--- config.mk ---
export PLATFORM = sky130hd
export DESIGN_NAME = bt_seq_alu
export DESIGN_NICKNAME = d
export VERILOG_FILES = /design/src/rtl/bt_seq_alu.sv
export SDC_FILE = /design/constraint.sdc
export NUM_CORES = 1
export LEC_CHECK = 0
export CORE_ASPECT_RATIO = 1.5
export CORE_MARGIN = 5
export CORE_UTILIZATION = 45
export CTS_CLUSTER_DIAMETER = 100
export DETAILED_ROUTE_END_ITERATION = 7
export PLACE_DENSITY = 0.67
export SLEW_MARGIN = 15
export SYNTH_ARGS = -nofsm -noshare
export SYNTH_HDL_FRONTEND = slang
export SYNTH_SLANG_ARGS = --single-unit
--- constraint.sdc ---
create_clock -name clk -period 19.7 [get_ports clk]
set_input_delay 1.97 -clock clk [delete_from_list [all_inputs] [get_ports clk]]
set_output_delay 1.97 -clock clk [all_outputs]
set_load 0.02 [all_outputs]
--- src/rtl/bt_seq_alu.sv ---
// Balanced-ternary sequential ALU: single-cycle ADD/SUB/ACC, trit-serial MUL (one y trit per cycle).
// Optional build macro BT_SATURATE_EN clamps overflowing results to +/-max instead of wrapping.
module bt_seq_alu #(
  parameter int N_TRITS = 4
) (
  input  logic                   clk,
  input  logic                   rst_n,
  input  logic                   in_valid,
  output logic                   in_ready,
  input  logic [1:0]             op,
  input  logic [2*N_TRITS-1:0]   x,
  input  logic [2*N_TRITS-1:0]   y,
  output logic                   out_valid,
  input  logic                   out_ready,
  output logic [2*N_TRITS-1:0]   res,
  output logic                   ovf
);

  localparam int W  = 2 * N_TRITS;
  localparam int W2 = 4 * N_TRITS;

  localparam logic [1:0] OP_ADD = 2'b00;
  localparam logic [1:0] OP_SUB = 2'b01;
  localparam logic [1:0] OP_MUL = 2'b10;
  localparam logic [1:0] OP_ACC = 2'b11;

  localparam logic [1:0] T_NEG  = 2'b01;
  localparam logic [1:0] T_ZERO = 2'b11;
  localparam logic [1:0] T_POS  = 2'b10;

  localparam logic [W-1:0]  ZERO_N    = {N_TRITS{T_ZERO}};
  localparam logic [W2-1:0] ZERO_2N   = {(2*N_TRITS){T_ZERO}};
  localparam logic [4:0]    LAST_STEP = 5'(N_TRITS - 1);

  typedef enum logic [1:0] {
    IDLE    = 2'd0,
    MUL_RUN = 2'd1,
    DONE    = 2'd2
  } state_t;

  function automatic int tval(input logic [1:0] t);
    case (t)
      T_NEG:   return -1;
      T_POS:   return 1;
      default: return 0;
    endcase
  endfunction

  function automatic logic [1:0] tenc(input int v);
    if (v > 0)      return T_POS;
    else if (v < 0) return T_NEG;
    else            return T_ZERO;
  endfunction

  function automatic logic [W-1:0] tnegw(input logic [W-1:0] a);
    logic [W-1:0] r;
    r = ZERO_N;
    for (int i = 0; i < N_TRITS; i++) r[2*i +: 2] = tenc(-tval(a[2*i +: 2]));
    return r;
  endfunction

  // Scale every trit of a by a single trit (-1, 0 or +1).
  function automatic logic [W2-1:0] tscale(input logic [W2-1:0] a, input logic [1:0] t);
    logic [W2-1:0] r;
    r = ZERO_2N;
    for (int i = 0; i < 2*N_TRITS; i++) r[2*i +: 2] = tenc(tval(a[2*i +: 2]) * tval(t));
    return r;
  endfunction

  // Ripple balanced-ternary adder; operands never exceed 2N trits, so the final carry is always zero.
  function automatic logic [W2-1:0] tadd(input logic [W2-1:0] a, input logic [W2-1:0] b);
    logic [W2-1:0] r;
    int c;
    int s;
    r = ZERO_2N;
    c = 0;
    for (int i = 0; i < 2*N_TRITS; i++) begin
      s = tval(a[2*i +: 2]) + tval(b[2*i +: 2]) + c;
      if (s > 1) begin
        s = s - 3;
        c = 1;
      end else if (s < -1) begin
        s = s + 3;
        c = -1;
      end else begin
        c = 0;
      end
      r[2*i +: 2] = tenc(s);
    end
    return r;
  endfunction

  state_t        state_r, state_next;
  logic [W2-1:0] pp_r, xs_r;
  logic [W-1:0]  y_r, acc_r, res_r;
  logic [4:0]    step_r;
  logic          out_valid_r, ovf_r;

  logic [W2-1:0] add_a, add_b, term_s, wide_s;
  logic [W-1:0]  res_s;
  logic          ovf_s;
`ifdef BT_SATURATE_EN
  logic          pos_s;
`endif

  assign in_ready  = (state_r == IDLE);
  assign out_valid = out_valid_r;
  assign res       = res_r;
  assign ovf       = ovf_r;

  assign term_s = tscale(xs_r, y_r[1:0]);
  assign wide_s = tadd(add_a, add_b);

  // Shared adder operand selection: MUL accumulation or the single-cycle ops.
  always_comb begin
    add_a = {ZERO_N, x};
    add_b = {ZERO_N, y};
    case (state_r)
      MUL_RUN: begin
        add_a = pp_r;
        add_b = term_s;
      end
      default: begin
        case (op)
          OP_SUB:  add_b = {ZERO_N, tnegw(y)};
          OP_ACC: begin
            add_a = {ZERO_N, acc_r};
            add_b = {ZERO_N, x};
          end
          default: add_b = {ZERO_N, y};
        endcase
      end
    endcase
  end

  // Overflow is any non-zero trit above the low N; the sign of the true result is its top non-zero trit.
  always_comb begin
    ovf_s = 1'b0;
    for (int i = N_TRITS; i < 2*N_TRITS; i++) ovf_s = ovf_s | (wide_s[2*i +: 2] != T_ZERO);
`ifdef BT_SATURATE_EN
    pos_s = 1'b0;
    for (int i = N_TRITS; i < 2*N_TRITS; i++)
      pos_s = (wide_s[2*i +: 2] != T_ZERO) ? (wide_s[2*i +: 2] == T_POS) : pos_s;
    res_s = ovf_s ? (pos_s ? {N_TRITS{T_POS}} : {N_TRITS{T_NEG}}) : wide_s[W-1:0];
`else
    res_s = wide_s[W-1:0];
`endif
  end

  // State register.
  always_ff @(posedge clk) begin
    if (!rst_n) state_r <= IDLE;
    else        state_r <= state_next;
  end

  // Next-state logic.
  always_comb begin
    state_next = state_r;
    case (state_r)
      IDLE:    state_next = in_valid ? ((op == OP_MUL) ? MUL_RUN : DONE) : IDLE;
      MUL_RUN: state_next = (step_r == LAST_STEP) ? DONE : MUL_RUN;
      DONE:    state_next = out_ready ? IDLE : DONE;
      default: state_next = IDLE;
    endcase
  end

  // Datapath: operand capture, trit-serial multiply, result and accumulator registers.
  always_ff @(posedge clk) begin
    if (!rst_n) begin
      pp_r        <= ZERO_2N;
      xs_r        <= ZERO_2N;
      y_r         <= ZERO_N;
      acc_r       <= ZERO_N;
      res_r       <= ZERO_N;
      step_r      <= 5'd0;
      out_valid_r <= 1'b0;
      ovf_r       <= 1'b0;
    end else begin
      case (state_r)
        IDLE: begin
          if (in_valid) begin
            xs_r   <= {ZERO_N, x};
            y_r    <= y;
            pp_r   <= ZERO_2N;
            step_r <= 5'd0;
            if (op != OP_MUL) begin
              res_r       <= res_s;
              ovf_r       <= ovf_s;
              out_valid_r <= 1'b1;
            end else begin
              out_valid_r <= 1'b0;
            end
          end else begin
            out_valid_r <= 1'b0;
          end
        end
        MUL_RUN: begin
          pp_r   <= wide_s;
          xs_r   <= {xs_r[W2-3:0], T_ZERO};
          y_r    <= {T_ZERO, y_r[W-1:2]};
          step_r <= step_r + 5'd1;
          if (step_r == LAST_STEP) begin
            res_r       <= res_s;
            ovf_r       <= ovf_s;
            out_valid_r <= 1'b1;
          end else begin
            out_valid_r <= 1'b0;
          end
        end
        DONE: begin
          if (out_ready) begin
            out_valid_r <= 1'b0;
            acc_r       <= res_r;
          end else begin
            out_valid_r <= 1'b1;
          end
        end
        default: out_valid_r <= 1'b0;
      endcase
    end
  end

endmodule
# Word level (Yosys, flattened, before mapping)
# Index checks and enable logic that the tools add are counted.
# word_totals
register_bits,65
input_bits,22
# op_classes
add_sub_neg,36
n_mul,8
n_lt_le_gt_ge,56
eq_ne,72
mux,137
bitwise_logic,3
n_reduce_logical,5
# op_table
op,n
$pmux W32 S2,29
$mux W32,38
$lt A32 B1 Y1 const B,28
$gt A32 B1 Y1 const B,20
$add A32 B32 Y32,15
$add A32 B3 Y32 const B,8
$gt A32 B2 Y1 const B,8
$mul A32 B32 Y32,8
$sub A32 B3 Y32 const B,8
$neg A32 Y32,4
$mux W2,44
$eq A2 B2 Y1 const B,32
$mux W16,4
$pmux W16 S2,2
$eq A2 B1 Y1 const B,31
$pmux W8 S2,3
$mux W8,5
$ne A2 B2 Y1 const B,7
$pmux W5 S2,1
$mux W1,7
$pmux W2 S3,1
$add A5 B1 Y5 const B,1
$eq A5 B2 Y1 const B,1
$mux W5,1
8 further kinds,11

# Longest topological paths before layout
# Gate-level depths: netlist of the first run.
# logic_depth
ltp_word,52
ltp_mapped,105
depth_no_buf,100

# Least setup slack after synthesis of the first run
# No wires, ideal clock.
# synth_path
kind,register to register
from,reg xs_r[1]
to,reg ovf_r (netlist: ovf)
setup_ns,0.115
t_arrival_ns,20.181
path_slack_ns,-0.596
path_stages_with_launch,94
period_less_slack_ns,20.296
cell_sequence,dfxtp_1 inv_1 ha_1 clkbuf_1 nand2_1 clkbuf_1 inv_1 ha_1 xnor2_1 fa_1 ha_1 ha_1 ha_1 inv_1 fa_1 xnor2_1 nand2_1 o41ai_1 [58 not listed] fa_1 inv_1 ha_1 inv_1 fa_1 o21ai_0 fa_1 inv_1 ha_1 fa_1 inv_1 fa_1 nor4_1 nand3_1 mux2_2 a2111oi_0 nand4_1 o21ba_2
# synth_via
elab_chain_cells,49
word_cells_on_any_way,93
# synth_rtl
item,line_no,source
"start, declared",94,"logic [W2-1:0] pp_r, xs_r;"
"start signal, assigned",182,"xs_r <= {ZERO_N, x};"
"start signal, assigned",199,"xs_r <= {xs_r[W2-3:0], T_ZERO};"
$eq A2 B2 Y1 or $eq A2 B1 Y1 (tied branches),42,case (t)
$pmux W32 S2 (*),42,
$mul A32 B32 Y32 (*),66,for (int i = 0; i < 2*N_TRITS; i++) r[2*i +: 2] = tenc(tval(a[2*i +: 2]) * tval(t));
$lt A32 B1 Y1,51,else if (v < 0) return T_NEG;
$mux W2,51,
$mux W2 (*),50,if (v > 0) return T_POS;
$mux W16 (*),118,case (state_r)
$eq A2 B2 Y1 or $eq A2 B1 Y1 (tied branches),42,
[33 not listed],n/a,
$lt A32 B1 Y1,51,
$mux W2,51,
$mux W2,50,
$ne A2 B2 Y1,139,for (int i = N_TRITS; i < 2*N_TRITS; i++) ovf_s = ovf_s | (wide_s[2*i +: 2] != T_ZERO);
$or A1 B1 Y1 (*),139,
$mux W1,186,if (op != OP_MUL) begin
$mux W1,181,if (in_valid) begin
$pmux W1 S2 (*),179,case (state_r)
"end signal, assigned",188,ovf_r <= ovf_s;
"end signal, assigned",204,ovf_r <= ovf_s;
"end, declared",97,"logic out_valid_r, ovf_r;"
# Every way passes the cells marked *; elsewhere a longest branch is shown, timed or not. The select of a mux whose other input is x is not followed.
# A chain may end at the register's enable or synchronous reset.

# Worst setup path after layout of the first run
# layout_path
from,reg y_r[0]
to,reg ovf_r (netlist: ovf)
# layout_via
elab_chain_cells,49
word_cells_on_any_way,156
# layout_rtl
item,line_no,source
"start, declared",95,"logic [W-1:0] y_r, acc_r, res_r;"
"start signal, assigned",183,y_r <= y;
"start signal, assigned",200,"y_r <= {T_ZERO, y_r[W-1:2]};"
$eq A2 B2 Y1 or $eq A2 B1 Y1 (tied branches),42,
$pmux W32 S2 (*),42,
$mul A32 B32 Y32,66,
$lt A32 B1 Y1,51,
$mux W2,51,
$mux W2,50,
$mux W16 (*),118,
$eq A2 B2 Y1 or $eq A2 B1 Y1 (tied branches),42,
[33 not listed],n/a,
$lt A32 B1 Y1,51,
$mux W2,51,
$mux W2,50,
$ne A2 B2 Y1,139,
$or A1 B1 Y1 (*),139,
$mux W1,186,
$mux W1,181,
$pmux W1 S2 (*),179,
# Marked as above.

==> metrics.md, run 1 <==
| Metric | Value |
|---|---|
| Final Routed Wirelength | 57750 um |
| Worst stage delay on the critical path | 0.59 ns |
| Post-synthesis xor/xnor area fraction | 0.1186 |
| Number of flops mapped to enable cells by yosys | 0 |
| Worst setup slack before clock tree synthesis | -0.6638 ns |
| Global Route Usage Sum | 0.2117 |
| Multiplexer area fraction after synthesis | 0.01404 |
| Reg2reg start | y_r[0]$_SDFFE_PN1P_ |
| Worst clock skew | 0.009125 ns |
| Yosys Warn Count | 0 |
| Final number of hold-violating endpoints | 0 |
| Most repeated library cell on the critical path | ha_1 |
| Core ar. | 48310 um2 |
| Area growth, synth to finish | 8.366% |
| Kind of cell adding the most delay to the critical path | adder cells |
| Sequential area share after synthesis | 0.05868 |
| Top-area cell type share of the netlist area | 0.2705 |
| Number of global-route vias before repair | 19310 |
| Synthesized flop and latch total | 64 |
| Run status | complete, no violations |
| Synthesized instance count | 2539 |
| Worst path arrival time | 19.28 ns |
| Sum of buffers and inverters on the critical path | 20 |
| DR vias/cell | 5.850 |
| Initial core utilization | 0.4520 |
| Total congestion overflow | 0 |
| Worst-Skew Late Latency | 0.34 ns |
| Total number of clock tree sinks | 64 |
| Routability-driven placement congestion ratio | 0.9511 |
| Worst slack on hold paths | 0.4681 ns |
| Kind of capture point of the worst setup path | register |
| Number of antenna violations at the first check in global routing | 0 |
| Hold path startpoint | pp_r[13]$_SDFFE_PN1P_ |
| Fraction of the mapped netlist area in adder cells | 0.4511 |
| Share of synthesized registers carrying an async set or reset | 0 |
| Initial DRC Count | 1043 |
| Remaining antenna violation count | 0 |
| CTS clock-pin slew for the worst setup and hold paths | 0.06 ns |
| Start-to-end type of the worst setup path | reg2reg |
| Crit share post-route | 0.9669 |
| Clock tree from TritonCTS | done |
| Largest area contributor in the synthesized netlist | ha_1 |
| Max-slew violation count | 0 |
| Combined area of all synthesized cells | 21840 um2 |
| Main combinational cell family by area after synthesis | adder cells |
| Worst relative slew slack | 0.2382 |
| Measured slew at the worst slew-check pin | 1.143 ns |
| Worst-path maximum fanout | 5 |
| Share of synthesized cell area in and, or, nand and nor gates | 0.1418 |
| Compound-cell area share of the yosys netlist | 0.1508 |
| CTS Root Buffer Type | clkbuf_16 |
| Die outline height | 279.8 um |
| FMAX | 0.05250 GHz |
| Total non-filler cell area in the finished layout | 23660 um2 |
| Smallest setup slack after layout | 0.6527 ns |
| I/O pin total | 33 |
| Number of antenna repair diodes | 0 |
| Ratio of cells with drive above 1 in the final layout | 0.08946 |
| Largest buffer count on any clock path | 2 |
| Vias after detailed routing | 18590 |
| Drt drc | 0 |
| HPWL after detailed placement | 45670 um |
| Mean post-synth cell area | 8.600 um2 |
| Wire length per cell after detailed routing | 18.18 um |
| Count leader, synth | ha_1 |
| Number of nets in the synthesized netlist | 3229 |
| Data required, critical path | 19.93 ns |
| Slowest library cell on the worst path | fa_2 |
| Total Die Area | 53120 um2 |
| Clock buffer count from CTS | 9 |
| Placement row count | 99 |
| Synth top area cells | ha_1 (27%), fa_1 (18%), xnor2_1 (7.2%) |
| Worst min-delay path class | reg2reg |
| Count of nets after finishing | 3256 |
| Period minus WS final | 19.05 ns |
| Die outline width | 189.9 um |
| Type of origin of the critical path | register |
| Beginning of the critical path | y_r[0]$_SDFFE_PN1P_ |
| Final setup violation count | 0 |
| Area after DPL | 22910 um2 |
| Cell variety after synth | 83 |
| Most used DFF post-synth | dfxtp_1 |
| First-pass GRT wire length | 94760 um |
| Largest net degree at the start of global routing | 49 |
| Final sum of negative setup slack | 0 ns |
| Commonest cells in the netlist | ha_1 (472), inv_1 (251), fa_1 (196) |
| Maximum Capacitance Violations | 0 |
| Pre-Repair DR Iteration Count | 7 |
| Number of H-tree branching levels | 3 |
| # port buffers | 32 |
## layout make-up
cell class              instances  area, um2
inverters                     266      998.5
fillers                      4567      24650
well taps                     606      758.2
clock inverters                 5      56.30
repair buffers                113      932.1
clock buffers                  11      242.7
multi-input cells            2112      19390
flip-flops and latches         64       1284
## per-layer routing
metal,vias up,GRT usage,part of all wire
li1,8803,-,-
met1,9104,0.2416,0.39
met2,515,0.4053,0.53
met3,163,0.01334,0.035
met4,0,0.08649,0.042
met5,-,0,0
## worst paths after layout
path / slack (ns) / to / cells after the start
max reg2reg: 0.65 / ovf$_SDFFE_PN0P_ / 96
max: 0.65 / ovf$_SDFFE_PN0P_ / 96
min reg2reg: 0.47 / pp_r[13]$_SDFFE_PN1P_ / 2
min: 0.47 / pp_r[13]$_SDFFE_PN1P_ / 2
## stage by stage
stage                     instances  utilization
after detailed placement       3133       0.4742
after global routing           3177       0.4898
final                          3177       0.4898
after floorplan                2539            -
after global placement         3133       0.4742
after CTS                      3149       0.4810
## worst reg2reg max path, delay by kind of cell, from the launching register on
family | cells | cell delay (ns)
simple gates | 19 | 2.27
compound gates | 15 | 2.55
buf+inv | 20 | 1.43
fa+ha+maj | 40 | 11.78
flops | 1 | 0.38
mux | 1 | 0.33
xor+xnor | 1 | 0.20
## sequential cells by signal (all words and copies together) (netlist names)
| register | cells |
|---|---|
| pp_r | 16 |
| xs_r | 16 |
| acc_r | 8 |
| res | 8 |
| y_r | 8 |
| step_r | 5 |
| state_r | 2 |
| ovf | 1 |
## cells in the final DEF, fill, tap and decap left out, types with 32 or more instances in the layout
cell and instances:
nand2_1 153, inv_1 239, a31o_2 34, fa_1 174, xnor2_1 176, clkdlybuf4s50_1 32, dfxtp_1 62, nand2b_1 45
nor2_1 124, nand3_1 45, o21ai_0 90, nor3_1 48, xor2_1 113, ha_1 467, a21o_1 34, buf_4 80
and3_1 43, a21oi_1 152
## cells by family (layout without fill, tap and decap cells)
group	Yosys count	after routing
AND/OR/NAND/NOR	610	610
buffers and inverters	363	395
XOR/XNOR	294	294
multiplexers	30	30
adder cells (fa/ha/maj)	670	670
flip-flops	64	64
AO/OA/AOI/OAI	508	508
## timing repair
action,CTS,global route
buffers inserted,0,28
resized for setup,16,65
hold buffers,0,0
setup endpoints to repair,2,3
pin swaps,0,32
Power of run 1 is not shown: default switching activity piles up to over one toggle a cycle in this logic, so the estimate is an artifact.
==> inputs of run 2 (changes only) <==
- CORE_MARGIN: 5 -> default
- SLEW_MARGIN: 15 -> 20
==> run 2 against run 1 <==
- clock skew about the same
- maximum frequency increased by 0.94%
- non-clock buffer count down 6
- sequential share of layout area about the same
- critical path depth unchanged
- core utilization is 0.34 points higher
- via count fell by 0.39%
- sequential cell count unchanged
- critical endpoint unchanged
- highest routed layer unchanged
==> metrics.md, run 2 (synthesized netlist as in run 1, its figures left out) <==
| Metric | Value |
|---|---|
| Run status | complete, no violations |
| HPWL after detailed placement | 45040 um |
| Drt drc | 0 |
| Kind of capture point of the worst setup path | register |
| Most repeated library cell on the critical path | ha_1 |
| Fillers | 4621 |
| Remaining antenna violation count | 0 |
| Number of global-route vias before repair | 19360 |
| Total number of clock tree sinks | 64 |
| Worst path arrival time | 19.10 ns |
| Worst flop-to-flop path endpoint | ovf$_SDFFE_PN0P_ |
| Routability-driven placement congestion ratio | 0.9643 |
| CTS clock-pin slew for the worst setup and hold paths | 0.06 ns |
| Slowest library cell on the worst path | fa_1 |
| Crit share post-route | 0.9579 |
| Max-slew violation count | 0 |
| Beginning of the critical path | y_r[1]$_SDFFE_PN1P_ |
| Initial core utilization | 0.4566 |
| Start-to-end type of the worst setup path | reg2reg |
| Measured slew at the worst slew-check pin | 0.7847 ns |
| Placement row count | 98 |
| Worst stage delay on the critical path | 0.51 ns |
| Worst-Skew Late Latency | 0.34 ns |
| Area after DPL | 22920 um2 |
| Clock buffer count from CTS | 9 |
| Cts hold-fix bufs | 0 |
| CTS Root Buffer Type | clkbuf_16 |
| Worst clock skew | 0.009251 ns |
| Worst relative slew slack | 0.4756 |
| DR vias/cell | 5.849 |
| Final sum of negative setup slack | 0 ns |
| Register-to-Register Path Depth | 96 |
| Total non-filler cell area in the finished layout | 23590 um2 |
| Number of antenna repair diodes | 0 |
| Count of nets after finishing | 3250 |
| Largest buffer count on any clock path | 2 |
| Ratio of cells with drive above 1 in the final layout | 0.08421 |
| Largest registers | pp_r: 16 flops, xs_r: 16 flops |
| Initial DRC Count | 1162 |
| I/O pin total | 33 |
| Total congestion overflow | 0 |
| Smallest setup slack after layout | 0.8302 ns |
| Clock tree from TritonCTS | done |
| Number of antenna violations at the first check in global routing | 1 |
| Number of H-tree branching levels | 3 |
| Slack of the worst reg-to-reg path | 0.83 ns |
| Type of origin of the critical path | register |
| Die outline height | 271.8 um |
| Largest net degree at the start of global routing | 49 |
| Final setup violation count | 0 |
| Reg2reg start | y_r[1]$_SDFFE_PN1P_ |
| End-of-flow core utilization | 0.4932 |
| Die outline width | 181.9 um |
| Worst setup slack before clock tree synthesis | -0.4548 ns |
| Data required, critical path | 19.93 ns |
| Commonest non-fill, non-tap cell in the layout | ha_1 |
| Core ar. | 47820 um2 |
| Vias after detailed routing | 18510 |
| # port buffers | 32 |
| First-pass GRT wire length | 93830 um |
| Total Die Area | 49430 um2 |
| Global Route Usage Sum | 0.2295 |
| Maximum Capacitance Violations | 0 |
| Final Routed Wirelength | 56600 um |
| FMAX | 0.05299 GHz |
| Wire length per cell after detailed routing | 17.88 um |
| Final number of hold-violating endpoints | 0 |
| Crit path capture | ovf$_SDFFE_PN0P_ |
| Commonest cells after routing, fill and taps aside | ha_1 (468), inv_1 (240), xnor2_1 (176), fa_1 (175) |
| Worst-path maximum fanout | 6 |
| Worst min-delay path class | reg2reg |
| Pre-Repair DR Iteration Count | 5 |
| Period minus WS final | 18.87 ns |
| Area growth, synth to finish | 8.016% |
-- run 2: changes by cell type in the layout (fill, tap and decap cells not counted), moves of 2 or more --
cell / previous run / this run
buf_4: 80 / 74
clkinv_2: 2 / 0
dfxtp_1: 62 / 64
dfxtp_2: 2 / 0
ha_2: 2 / 4
ha_4: 3 / 0
nor4_1: 27 / 29
o21ai_0: 90 / 92
o21ai_1: 6 / 4
-- run 2: layout make-up --
| cell class | instances | area, um2 | area share |
|---|---|---|---|
| Clock inverter | 6 | 92.59 | 0.003926 |
| Sequential cell | 64 | 1281 | 0.05432 |
| Timing Repair Buffer | 107 | 895.9 | 0.03798 |
| Inverter | 266 | 998.5 | 0.04233 |
| Tap cell | 600 | 750.7 | 0.03183 |
| Multi-Input combinational cell | 2112 | 19330 | 0.8195 |
| Clock buffer | 10 | 239.0 | 0.01013 |
-- run 2: layer usage --
| layer | vias up | global-route usage | share of wire |
|---|---|---|---|
| met5 | - | 0 | 0 |
| met4 | 0 | 0.09465 | 0.040 |
| met3 | 147 | 0.01261 | 0.031 |
| met2 | 479 | 0.4466 | 0.53 |
| met1 | 9091 | 0.2562 | 0.40 |
| li1 | 8796 | - | - |
-- run 2: worst min-delay path by stage --
stage | startpoint | to | slack (ns) | cells after the start
floorplan | pp_r[14]$_SDFFE_PN1P_ | pp_r[14]$_SDFFE_PN1P_ | 0.43 | 2
global placement | pp_r[14]$_SDFFE_PN1P_ | pp_r[14]$_SDFFE_PN1P_ | 0.45 | 2
detailed placement | pp_r[7]$_SDFFE_PN1P_ | pp_r[7]$_SDFFE_PN1P_ | 0.45 | 2
CTS | pp_r[7]$_SDFFE_PN1P_ | pp_r[7]$_SDFFE_PN1P_ | 0.47 | 2
global route | acc_r[0]$_SDFFE_PN1P_ | acc_r[0]$_SDFFE_PN1P_ | 0.50 | 2
finish | pp_r[7]$_SDFFE_PN1P_ | pp_r[7]$_SDFFE_PN1P_ | 0.47 | 2
-- run 2: timing repair --
item / 4_1_cts / 5_1_grt
resized for setup: 12 / 53
buffers inserted: 1 / 20
endpoints found under the setup margin: 2 / 3
cloned: 0 / 0
pin swaps: 1 / 25
-- run 2: worst max-delay path, delay by kind of cell (launching register included) --
family | cells | cell delay (ns)
xor+xnor | 1 | 0.20
buf+inv | 20 | 1.44
fa+ha+maj | 40 | 11.41
simple gates | 19 | 2.62
compound gates | 15 | 2.48
mux | 1 | 0.29
flops | 1 | 0.30
-- run 2: per-stage QoR --
stage,cells,hold slack (ns)
floorplan,2539,0.4344
global placement,3128,0.4469
detailed placement,3128,0.4521
CTS,3145,0.4662
global route,3165,0.5021
finish,3165,0.4686
Power of run 2 is left out for the same reason.
==> inputs of run 3 (changes only) <==
==> constraint.sdc (replaced) <==
create_clock -name clk -period 19.7 [get_ports clk]
set_input_delay 3.94 -clock clk [delete_from_list [all_inputs] [get_ports clk]]
set_output_delay 3.94 -clock clk [all_outputs]
set_load 0.02 [all_outputs]
==> run 3 against run 2 <==
- die area unchanged
- worst setup slack got worse by 0.17 ns
- clock skew barely moved
==> metrics.md, run 3 (synthesized netlist as in run 1, its figures left out) <==
| Metric | Value |
|---|---|
| Total congestion overflow | 0 |
| Commonest non-fill, non-tap cell in the layout | ha_1 |
| Die outline height | 271.8 um |
| Routability-driven placement congestion ratio | 0.9182 |
| First-pass GRT wire length | 93950 um |
| Start-to-end type of the worst setup path | in2reg |
| Crit share post-route | 0.9664 |
| Area after DPL | 23550 um2 |
| Global Route Usage Sum | 0.2295 |
| Pre-Repair DR Iteration Count | 6 |
| Number of antenna repair diodes | 0 |
| Placed cell count | 3214 |
| Commonest cells after routing, fill and taps aside | ha_1 (461), inv_1 (238), xnor2_1 (178), fa_1 (176), nand2_1 (152) |
| Final standard cell count with taps included and fillers excluded | 3240 |
| Hold path startpoint | pp_r[14]$_SDFFE_PN1P_ |
| Fillers | 4512 |
| Placement row count | 98 |
| Initial DRC Count | 941 |
| Worst-Skew Late Latency | 0.34 ns |
| Period minus WS final | 19.04 ns |
| Slowest library cell on the worst path | fa_2 |
| Largest net degree at the start of global routing | 56 |
| Register area | 1281 um2 |
| Drt drc | 0 |
| Initial core utilization | 0.4566 |
| # port buffers | 32 |
| Measured slew at the worst slew-check pin | 1.112 ns |
| Vias after detailed routing | 18670 |
| Ratio of cells with drive above 1 in the final layout | 0.1129 |
| CTS clock-pin slew for the worst setup and hold paths | 0.06 ns |
| Final number of hold-violating endpoints | 0 |
| Register-to-Register Path Depth | 96 |
| Clock buffer count from CTS | 9 |
| Type of origin of the critical path | input port |
| Total Die Area | 49430 um2 |
| Worst min-delay path endpoint | pp_r[14]$_SDFFE_PN1P_ |
| I/O pin total | 33 |
| Number of global-route vias before repair | 19660 |
| Worst min-delay path class | reg2reg |
| Wire length per cell after detailed routing | 17.54 um |
| Worst relative slew slack | 0.2588 |
| Data required, critical path | 19.94 ns |
| Most repeated library cell on the critical path | fa_2 |
| Remaining antenna violation count | 0 |
| Worst setup slack before clock tree synthesis | -0.6971 ns |
| Cts hold-fix bufs | 0 |
| Max-slew violation count | 0 |
| Maximum Capacitance Violations | 0 |
| HPWL after detailed placement | 45440 um |
| Sum of buffers and inverters on the critical path | 24 |
| Kind of capture point of the worst setup path | register |
| Number of H-tree branching levels | 3 |
| Worst stage delay on the critical path | 0.59 ns |
| Smallest setup slack after layout | 0.6616 ns |
| Area growth, synth to finish | 10.86% |
| Final setup violation count | 0 |
| Worst clock skew | 0.009440 ns |
| Largest buffer count on any clock path | 2 |
| Worst flop-to-flop path endpoint | ovf$_SDFFE_PN0P_ |
| Number of antenna violations at the first check in global routing | 2 |
| Worst hold stages | 2 |
| Worst path arrival time | 19.28 ns |
| Clock tree from TritonCTS | done |
| Final Routed Wirelength | 56830 um |
| Worst-path maximum fanout | 7 |
| Count of nets after finishing | 3325 |
| Kind of cell adding the most delay to the critical path | adder cells |
| Core ar. | 47820 um2 |
| Slack of the worst reg-to-reg path | 0.86 ns |
| Reg2reg start | y_r[1]$_SDFFE_PN1P_ |
| Multi-input gate area | 19410 um2 |
| CTS Root Buffer Type | clkbuf_16 |
| Total number of clock tree sinks | 64 |
| Run status | complete, no violations |
| FMAX | 0.05253 GHz |
| Total non-filler cell area in the finished layout | 24210 um2 |
| Largest registers | pp_r: 16 flops, xs_r: 16 flops |
| Die outline width | 181.9 um |
| Final sum of negative setup slack | 0 ns |
| DR vias/cell | 5.764 |
## run 3: metrics by stage
stage          hold slack [ns]  utilization
2_1_floorplan           0.4344            -
3_3_place_gp            0.4495       0.4925
3_5_place_dp            0.4503       0.4925
4_1_cts                 0.4639       0.4996
5_1_grt                 0.4815       0.5062
6_report                0.4645       0.5062
## run 3: worst max-delay path by stage
| stage | startpoint | endpoint | slack (ns) | cells past startpoint |
|---|---|---|---|---|
| floorplan | op[0] | ovf$_SDFFE_PN0P_ | 0.04 | 80 |
| global placement | op[1] | ovf$_SDFFE_PN0P_ | -0.23 | 83 |
| detailed placement | op[1] | ovf$_SDFFE_PN0P_ | -0.70 | 86 |
| CTS | y[1] | ovf$_SDFFE_PN0P_ | 0.04 | 85 |
| global route | op[0] | ovf$_SDFFE_PN0P_ | -0.09 | 82 |
| finish | op[0] | ovf$_SDFFE_PN0P_ | 0.66 | 83 |
## run 3: timing repair
item | in CTS | in global routing
resized for setup | 10 | 80
buffers inserted | 0 | 10
endpoints found under the setup margin | 2 | 3
cloned | 0 | 0
pin swaps | 0 | 32
## run 3: final cells by class
cell class	instances	area share
inverter	266	0.04124
tap	600	0.03101
clock inverter	3	0.002688
timing repair buffer	182	0.06016
clock buffer	13	0.01034
multi-input combinational	2112	0.8016
sequential	64	0.05293
## run 3: metal layers
metal  global-route usage  routed length, um
met1               0.2542              21940
met2               0.4463              30810
met3              0.01677               1900
met4              0.09354               2163
met5                    0                 13
## run 3: worst min-delay path: stages, from the launching register on
cell,delay (ns)
dfxtp_1,0.32
o22ai_1,0.06
nand2_1,0.06
Power of run 3 is left out for the same reason.
